<file path="config.mk">
export PLATFORM = sky130hd
export DESIGN_NAME = fifo_to_axis_flat
export DESIGN_NICKNAME = d
export VERILOG_FILES = /design/src/rtl/fifo_to_axis_if.sv /design/src/rtl/fifo_to_axis.sv /design/src/flat_wrapper.sv
export SDC_FILE = /design/constraint.sdc
export NUM_CORES = 2
export LEC_CHECK = 0
export BUFFER_PORTS_ARGS = -buffer_cell sky130_fd_sc_hd__clkbuf_2
export CORE_MARGIN = 8
export CORE_UTILIZATION = 54
export DETAILED_ROUTE_END_ITERATION = 8
export PLACE_DENSITY = 0.77
export SLEW_MARGIN = 20
export SYNTH_ARGS = -nofsm -noshare
export SYNTH_HDL_FRONTEND = slang
export SYNTH_SLANG_ARGS = --single-unit
</file>
<file path="constraint.sdc">
create_clock -name axi_aclk -period 32.2 [get_ports axi_aclk]
set_input_delay 6.44 -clock axi_aclk [delete_from_list [all_inputs] [get_ports axi_aclk]]
set_output_delay 6.44 -clock axi_aclk [all_outputs]
set_load 0.1 [all_outputs]
</file>
<file path="src/rtl/fifo_to_axis_if.sv">
// AXI4-Stream bundle driven by fifo_to_axis.
// Ports: tdata/tstrb/tuser/tlast/tvalid from master, tready from slave.
interface fifo_to_axis_if #(
   parameter int DATA_WIDTH  = 256,
   parameter int TUSER_WIDTH = 128
);
   logic [DATA_WIDTH-1:0]   tdata;
   logic [DATA_WIDTH/8-1:0] tstrb;
   logic [TUSER_WIDTH-1:0]  tuser;
   logic                    tvalid;
   logic                    tready;
   logic                    tlast;

   modport master (
      output tdata, tstrb, tuser, tvalid, tlast,
      input  tready
   );

   modport slave (
      input  tdata, tstrb, tuser, tvalid, tlast,
      output tready
   );
endinterface

</file>
<file path="src/rtl/fifo_to_axis.sv">
// Rebuilds AXIS beats from a FWFT FIFO of header + data words.
// Ports: axi_aclk, axi_reset (async), sw_rst (sync), FIFO read side,
//   m_axis master stream (tdata/tstrb/tuser/tvalid/tready/tlast).
module fifo_to_axis #(
   parameter int C_M_AXIS_DATA_WIDTH  = 256,
   parameter int C_M_AXIS_TUSER_WIDTH = 128,
   parameter int FIFO_DATA_WIDTH      = 32
) (
   input  logic                         axi_aclk,
   input  logic                         axi_reset,
   input  logic                         sw_rst,
   output logic                         fifo_rd_en,
   input  logic [FIFO_DATA_WIDTH-1:0]   fifo_dout,
   input  logic [FIFO_DATA_WIDTH/8-1:0] fifo_dout_strb,
   input  logic                         fifo_empty,
   fifo_to_axis_if.master               m_axis
);
   localparam int DW        = C_M_AXIS_DATA_WIDTH;
   localparam int UW        = C_M_AXIS_TUSER_WIDTH;
   localparam int FW        = FIFO_DATA_WIDTH;
   localparam int WPB       = DW / FW;
   localparam int HDR_WORDS = UW / FW;
   localparam int FB        = FW / 8;
   localparam int IW        = (WPB > 1) ? $clog2(WPB) : 1;
   localparam int HW        = (HDR_WORDS > 1) ? $clog2(HDR_WORDS) : 1;

   localparam logic [15:0]   FB16     = 16'(FB);
   localparam logic [IW-1:0] IDX_LAST = IW'(WPB - 1);
   localparam logic [HW-1:0] HDR_LAST = HW'(HDR_WORDS - 1);

   typedef enum logic {HDR, DATA} state_t;

   state_t            state;
   logic [HW-1:0]     hdr_cnt;
   logic [IW-1:0]     idx;
   logic [15:0]       bytes_rem;
   logic [DW-1:0]     build_data;
   logic [DW/8-1:0]   build_strb;
   logic              build_full;
   logic              build_last;
   logic [UW-1:0]     tuser_reg;

   logic [UW-1:0]     hdr_next;
   logic [DW-1:0]     data_next;
   logic [DW/8-1:0]   strb_next;
   logic              word_last;
   logic              beat_done;
   logic              out_free;

   // A held beat in the build buffer blocks all popping, which also
   // keeps the next header out of tuser_reg until that beat leaves.
   assign fifo_rd_en = !fifo_empty && !build_full &&
                       !axi_reset && !sw_rst;
   assign out_free   = !m_axis.tvalid || m_axis.tready;

   always_comb begin
      hdr_next  = tuser_reg;
      hdr_next[hdr_cnt*FW +: FW] = fifo_dout;
      data_next = build_data;
      data_next[idx*FW +: FW] = fifo_dout;
      strb_next = build_strb;
      strb_next[idx*FB +: FB] = fifo_dout_strb;
      word_last = (bytes_rem <= FB16);
      beat_done = word_last || (idx == IDX_LAST);
   end

   always_ff @(posedge axi_aclk or posedge axi_reset) begin
      if (axi_reset) begin
         state         <= HDR;
         hdr_cnt       <= '0;
         idx           <= '0;
         bytes_rem     <= '0;
         build_data    <= '0;
         build_strb    <= '0;
         build_full    <= 1'b0;
         build_last    <= 1'b0;
         tuser_reg     <= '0;
         m_axis.tdata  <= '0;
         m_axis.tstrb  <= '0;
         m_axis.tuser  <= '0;
         m_axis.tvalid <= 1'b0;
         m_axis.tlast  <= 1'b0;
      end else if (sw_rst) begin
         state         <= HDR;
         hdr_cnt       <= '0;
         idx           <= '0;
         bytes_rem     <= '0;
         build_data    <= '0;
         build_strb    <= '0;
         build_full    <= 1'b0;
         build_last    <= 1'b0;
         tuser_reg     <= '0;
         m_axis.tdata  <= '0;
         m_axis.tstrb  <= '0;
         m_axis.tuser  <= '0;
         m_axis.tvalid <= 1'b0;
         m_axis.tlast  <= 1'b0;
      end else begin
         if (m_axis.tvalid && m_axis.tready)
            m_axis.tvalid <= 1'b0;

         if (build_full && out_free) begin
            m_axis.tvalid <= 1'b1;
            m_axis.tdata  <= build_data;
            m_axis.tstrb  <= build_strb;
            m_axis.tlast  <= build_last;
            m_axis.tuser  <= tuser_reg;
            build_full    <= 1'b0;
            build_data    <= '0;
            build_strb    <= '0;
         end

         // fifo_rd_en implies the build buffer is empty here.
         if (fifo_rd_en) begin
            unique case (state)
               HDR: begin
                  tuser_reg <= hdr_next;
                  if (hdr_cnt == HDR_LAST) begin
                     hdr_cnt   <= '0;
                     bytes_rem <= hdr_next[15:0];
                     if (hdr_next[15:0] != 16'd0)
                        state <= DATA;
                  end else begin
                     hdr_cnt <= hdr_cnt + 1'b1;
                  end
               end
               DATA: begin
                  bytes_rem <= word_last ? 16'd0 : bytes_rem - FB16;
                  if (beat_done) begin
                     idx <= '0;
                     if (word_last)
                        state <= HDR;
                     // Free output: bypass the build buffer entirely.
                     if (out_free) begin
                        m_axis.tvalid <= 1'b1;
                        m_axis.tdata  <= data_next;
                        m_axis.tstrb  <= strb_next;
                        m_axis.tlast  <= word_last;
                        m_axis.tuser  <= tuser_reg;
                        build_data    <= '0;
                        build_strb    <= '0;
                     end else begin
                        build_full <= 1'b1;
                        build_last <= word_last;
                        build_data <= data_next;
                        build_strb <= strb_next;
                     end
                  end else begin
                     idx        <= idx + 1'b1;
                     build_data <= data_next;
                     build_strb <= strb_next;
                  end
               end
            endcase
         end
      end
   end
endmodule

</file>
<file path="src/flat_wrapper.sv">
// flat-port wrapper written by rule: the top's interface ports become plain ports
module fifo_to_axis_flat 
#(
   parameter int C_M_AXIS_DATA_WIDTH  = 256,
   parameter int C_M_AXIS_TUSER_WIDTH = 128,
   parameter int FIFO_DATA_WIDTH      = 32
)
  (axi_aclk, axi_reset, sw_rst, fifo_rd_en, fifo_dout, fifo_dout_strb, fifo_empty, m_axis_tdata, m_axis_tstrb, m_axis_tuser, m_axis_tvalid, m_axis_tlast, m_axis_tready);
  fifo_to_axis_if #(.DATA_WIDTH((256)), .TUSER_WIDTH((128))) m_axis_i ();
  input  logic axi_aclk;
  input  logic axi_reset;
  input  logic sw_rst;
  output logic fifo_rd_en;
  input  logic [FIFO_DATA_WIDTH-1:0] fifo_dout;
  input  logic [FIFO_DATA_WIDTH/8-1:0] fifo_dout_strb;
  input  logic fifo_empty;
  output wire logic [$bits(m_axis_i.tdata)-1:0] m_axis_tdata;
  output wire logic [$bits(m_axis_i.tstrb)-1:0] m_axis_tstrb;
  output wire logic [$bits(m_axis_i.tuser)-1:0] m_axis_tuser;
  output wire logic [$bits(m_axis_i.tvalid)-1:0] m_axis_tvalid;
  output wire logic [$bits(m_axis_i.tlast)-1:0] m_axis_tlast;
  input wire logic [$bits(m_axis_i.tready)-1:0] m_axis_tready;
  assign m_axis_tdata = m_axis_i.tdata;
  assign m_axis_tstrb = m_axis_i.tstrb;
  assign m_axis_tuser = m_axis_i.tuser;
  assign m_axis_tvalid = m_axis_i.tvalid;
  assign m_axis_tlast = m_axis_i.tlast;
  assign m_axis_i.tready = m_axis_tready;
  fifo_to_axis #(.C_M_AXIS_DATA_WIDTH(C_M_AXIS_DATA_WIDTH), .C_M_AXIS_TUSER_WIDTH(C_M_AXIS_TUSER_WIDTH), .FIFO_DATA_WIDTH(FIFO_DATA_WIDTH)) u_core (.axi_aclk(axi_aclk), .axi_reset(axi_reset), .sw_rst(sw_rst), .fifo_rd_en(fifo_rd_en), .fifo_dout(fifo_dout), .fifo_dout_strb(fifo_dout_strb), .fifo_empty(fifo_empty), .m_axis(m_axis_i));
endmodule
</file>
# Word-level counts from Yosys, hierarchy flattened
# Index checks and enable logic that the tools add are counted.
[totals] regBits=858 latchBits=0 mem_bits_rw=0 romBits=0 input_bits=41 out_inout_bits=419 mem_count=0
[classes] n_addsub=6 n_mul=0 div=0 magnitude_cmp=1 eq_ne=5 n_shift=6 muxes=80 bitwise=1 n_reduce_logical=20
[op_table] op="$mux 256" n=12
[op_table] op="$mux 128" n=9
[op_table] op="$mux 32" n=12
[op_table] op="$bwmux 256" n=1
[op_table] op="$shift 32x34->256 const A" n=1
[op_table] op="$shiftx 32x34->256" n=1
[op_table] op="$bwmux 128" n=1
[op_table] op="$shift 32x34->128 const A" n=1
[op_table] op="$shiftx 32x34->128" n=1
[op_table] op="$mux 16" n=4
[op_table] op="$neg 5->34" n=1
[op_table] op="$neg 7->34" n=1
[op_table] op="$neg 8->34" n=1
[op_table] op="$shift 4x34->32 const A" n=1
[op_table] op="$shiftx 4x34->32" n=1
[op_table] op="$bwmux 32" n=1
[op_table] op="$pmux 16 s2" n=1
[op_table] op="$mux 1" n=30
[op_table] op="$le 16x3->1 const B" n=1
[op_table] op="$reduce_bool 16->1" n=1
[op_table] op="$sub 16x3->16 const B" n=1
[op_table] op="$mux 3" n=4
[op_table] op="$mux 2" n=4
[op_table] op="$reduce_and 2->1" n=3
[op_table] op="other kinds (13)" n=25

# Depth between registers and ports, before layout
[logic_depth] word_depth=9 ltp_mapped=12 depth_no_buf=8

# Least setup slack after synthesis
# Ideal clock, no wire load.
[synth_path] path_kind="input to output" from="in sw_rst" to="out fifo_rd_en" t_arrival_ns=7.363 t_required_ns=25.760 slack_ns=18.397 path_stages=2 cell_sequence="or4_4 > inv_2"
[synth_via] elab_chain_cells=2
[synth_rtl] item="start: declaration" line="flat_wrapper.sv:12" rtl="input logic sw_rst;"
[synth_rtl] item="$logic_not 1->1" line="fifo_to_axis.sv:53" rtl="!axi_reset && !sw_rst;"
[synth_rtl] item="$logic_and 1x1->1" line="fifo_to_axis.sv:53"
[synth_rtl] item="end: declaration" line="flat_wrapper.sv:13" rtl="output logic fifo_rd_en;"
# Every way passes these cells.

# Worst setup path after layout
# Ends and elaborated chain as after synthesis.

==> impl_metrics.toml <==
[grt]
track_usage = 0.317
grt_pass1_vias = 34167
grt-busiest-layer = "met2"
grt_util_met3 = 0.0805
grt_overflow_total = 0
met2_usage = 0.462
grt_pass1_wl_um = 214000
antenna_found_initial = 13
met1_usage = 0.438
grt_max_degree = 221

[yosys]
synth.area.mux_share = 0.0945
yosys.area_share.simple = 0.184
synth-async-reset-ratio = 1.00
netlist_top_cells_count = "nand2_1, dfrtp_1, clkbuf_1"
yosys.area_share.adder = 0.00331
ys_seq_elements = 858
yosysUniqueCellTypes = 63
syn_area_per_cell_sq_um = 9.35
synth-edff-count = 0
synth_top_family_by_area = "simple AND/OR/NAND/NOR gates"
synthTopCellsByArea = "dfrtp_1, nand2_1, a311oi_1"
yosysTopAreaCellShare = 0.517
synth.most_common_cell = "nand2_1"
netlist_instances = 4440
synth_top_cell_by_area = "dfrtp_1"
syn_nets = 4492
yosys_most_used_dff = "dfrtp_1"
yosys_warnings = 0
synth_compound_area_frac = 0.153
synth_area_sq_um = 41500
seq_area_frac_synth = 0.517
synthXorXnorAreaFrac = 0.000211

[clocking]
hold_buffers = 0
clk_path_buf_depth = 3
clk_latency_ns = 0.65
path_clk_slew_ns = 0.06
htreeDepth = 3
cts_made_buffers = 92
cts_tree = "done"
post_cts_buffers = 0
cts_resized = 0
clockRootBuffer = "clkbuf_16"
clock-sinks = 858

[worst_hold_path]
min_path_type = "reg -> reg"
hold_depth = 2

[power_and_ir_drop]
ir_drop_uv = 37.4
p_int_mw = 1.73
finalPower_mw = 2.27
clockPowerShare = 0.478
p_comb_frac = 0.044
power_density_nw_per_um2 = 48.2
seqPwrFrac = 0.478
p_leak_nw = 21.8
p_sw_mw = 0.543
switching_share = 0.240

[place]
numPortBuffers = 459
postPlaceCellArea_sq_um = 43900
hpwl_um = 80600
dp_slack_ns = 17.80
gp_congestion = 0.844

[floorplan]
die_w_um = 293
placement_rows = 101
die_area_sq_um = 86000
initial_core_util = 0.546
io_pins = 460
die_h_um = 293
coreArea_sq_um = 76100

[worst_setup_path]
reg2reg_depth = 10
path_cells = "buf_8 -> or4_4 -> inv_2 -> clkbuf_2"
crit_path_max_incr_delay_ns = 0.66
cp.depth = 4
crit_slowest_cell = "or4_4"
critPathRequiredTime_ns = 25.76
critPathBufInv = 3
end_kind = "output port"
arrival_ns = 7.94
cp_max_fo = 92
crit_family = "buffers and inverters"
critPathKind = "in -> out"
cp-start-kind = "input pin"

[sta]
skew_ns = 0.0231
rsz0062_at_grt = "no"
period_share = 0.447
fin_setup_tns_ns = 0
timing.hold.ws_ns = 0.479
layout_setup_ws_ns = 17.82
hold_viol = 0
worst_pin_slew_ns = 1.14
post-route-min-period_ns = 14.38
final_max_slew_viol_count = 0
fmax_mhz = 69.5
setup_viol = 0
slew_headroom = 0.243

[detailed_routing]
drt_drc_violations_left = 0
wirelength_um = 142000
first_pass_iters = 6
viasPerCell = 6.36
wl_per_cell_um = 24.8
drtIter0Drc = 4827
vias = 36359
postRouteAntennaNets = 0

[finish]
reg_top3 = "u_core.build_data: 256 flops, u_core.m_axis.tdata: 256 flops"
area_growth_pct = 13.3
drive_above_1_share = 0.195
layout.nets = 4662
fin_area_sq_um = 47100

[outcome]
status = "finished clean"

[flow_run]
cap_violations = 0
[metrics by stage]
stage / utilization / cells
after floorplan: - / 4440
after global placement: 0.577 / 5545
after detailed placement: 0.577 / 5545
after CTS: 0.618 / 5714
after global routing: 0.618 / 5716
final: 0.619 / 5721
[worst register-to-register path: stages, from the launching register on]
cell,delay (ns)
dfrtp_1,0.42
inv_1,0.08
ha_1,0.18
nor3b_1,0.14
o211ai_1,0.60
o21ai_2,0.12
buf_4,0.27
nand2_8,0.54
buf_4,0.97
buf_4,1.02
a311oi_1,0.32
[power groups by stage]
stage / clock (mW) / sequential (mW) / combinational, mW
finish: 1.08 / 1.08 / 0.100
CTS: 1.09 / 1.08 / 0.0988
detailed placement: 0 / 1.10 / 0.0986
global route: 1.13 / 1.08 / 0.107
floorplan: 0 / 1.11 / 0.0558
global placement: 0 / 1.10 / 0.0981
[routing by layer]
metal  vias to the layer above  routed length, um
li1                      15960                  -
met3                       354              15800
met1                     18010              56000
met5                         -                 25
met2                      2031              62300
met4                         4               7760
[cells by family after synthesis]
| logic type | after synthesis |
|---|---|
| simple gates | 1847 |
| mux | 366 |
| buf+inv | 483 |
| xor+xnor | 1 |
| flops | 858 |
| compound gates | 874 |
| fa+ha+maj | 11 |
[layout make-up]
type | count | area [sq um]
clock buffer | 137 | 2690
clock inverter | 32 | 387
sequential | 858 | 21500
multi-input combinational | 3099 | 18200
inverter | 33 | 136
timing repair buffer | 526 | 2860
antenna | 6 | 15.0
tap | 1030 | 1290
fill | 6333 | 29000
[path summary, 6_finish.rpt]
path / from / to / slack (ns)
max: sw_rst / fifo_rd_en / 17.82
min: u_core.tuser_reg[51] / u_core.tuser_reg[51] / 0.48
max reg2reg: u_core.bytes_rem[3] / u_core.m_axis.tdata[188] / 27.35
min reg2reg: u_core.tuser_reg[51] / u_core.tuser_reg[51] / 0.48
max in group asynchronous: axi_reset / u_core.build_data[145] / 22.29
min in group asynchronous: axi_reset / u_core.m_axis.tuser[122] / 5.99
[cell usage in the layout, fill, tap and decap left out, types with 9 or more instances in the layout]
cell type / instances
a211oi_1: 21
a21oi_1: 45
a22o_1: 9
a22oi_1: 270
a311oi_1: 266
a32o_1: 13
and2_1: 39
and3_1: 17
buf_4: 62
clkbuf_1: 23
clkbuf_16: 92
clkbuf_2: 458
clkbuf_8: 22
clkinv_2: 17
dfrtp_1: 857
ha_1: 11
inv_1: 30
mux2_2: 204
mux2i_1: 158
nand2_1: 1143
nor2_1: 299
nor3_1: 273
nor4_1: 12
o21ai_0: 194
o22ai_1: 10
No activity file was read; power rests on OpenSTA's default activity.
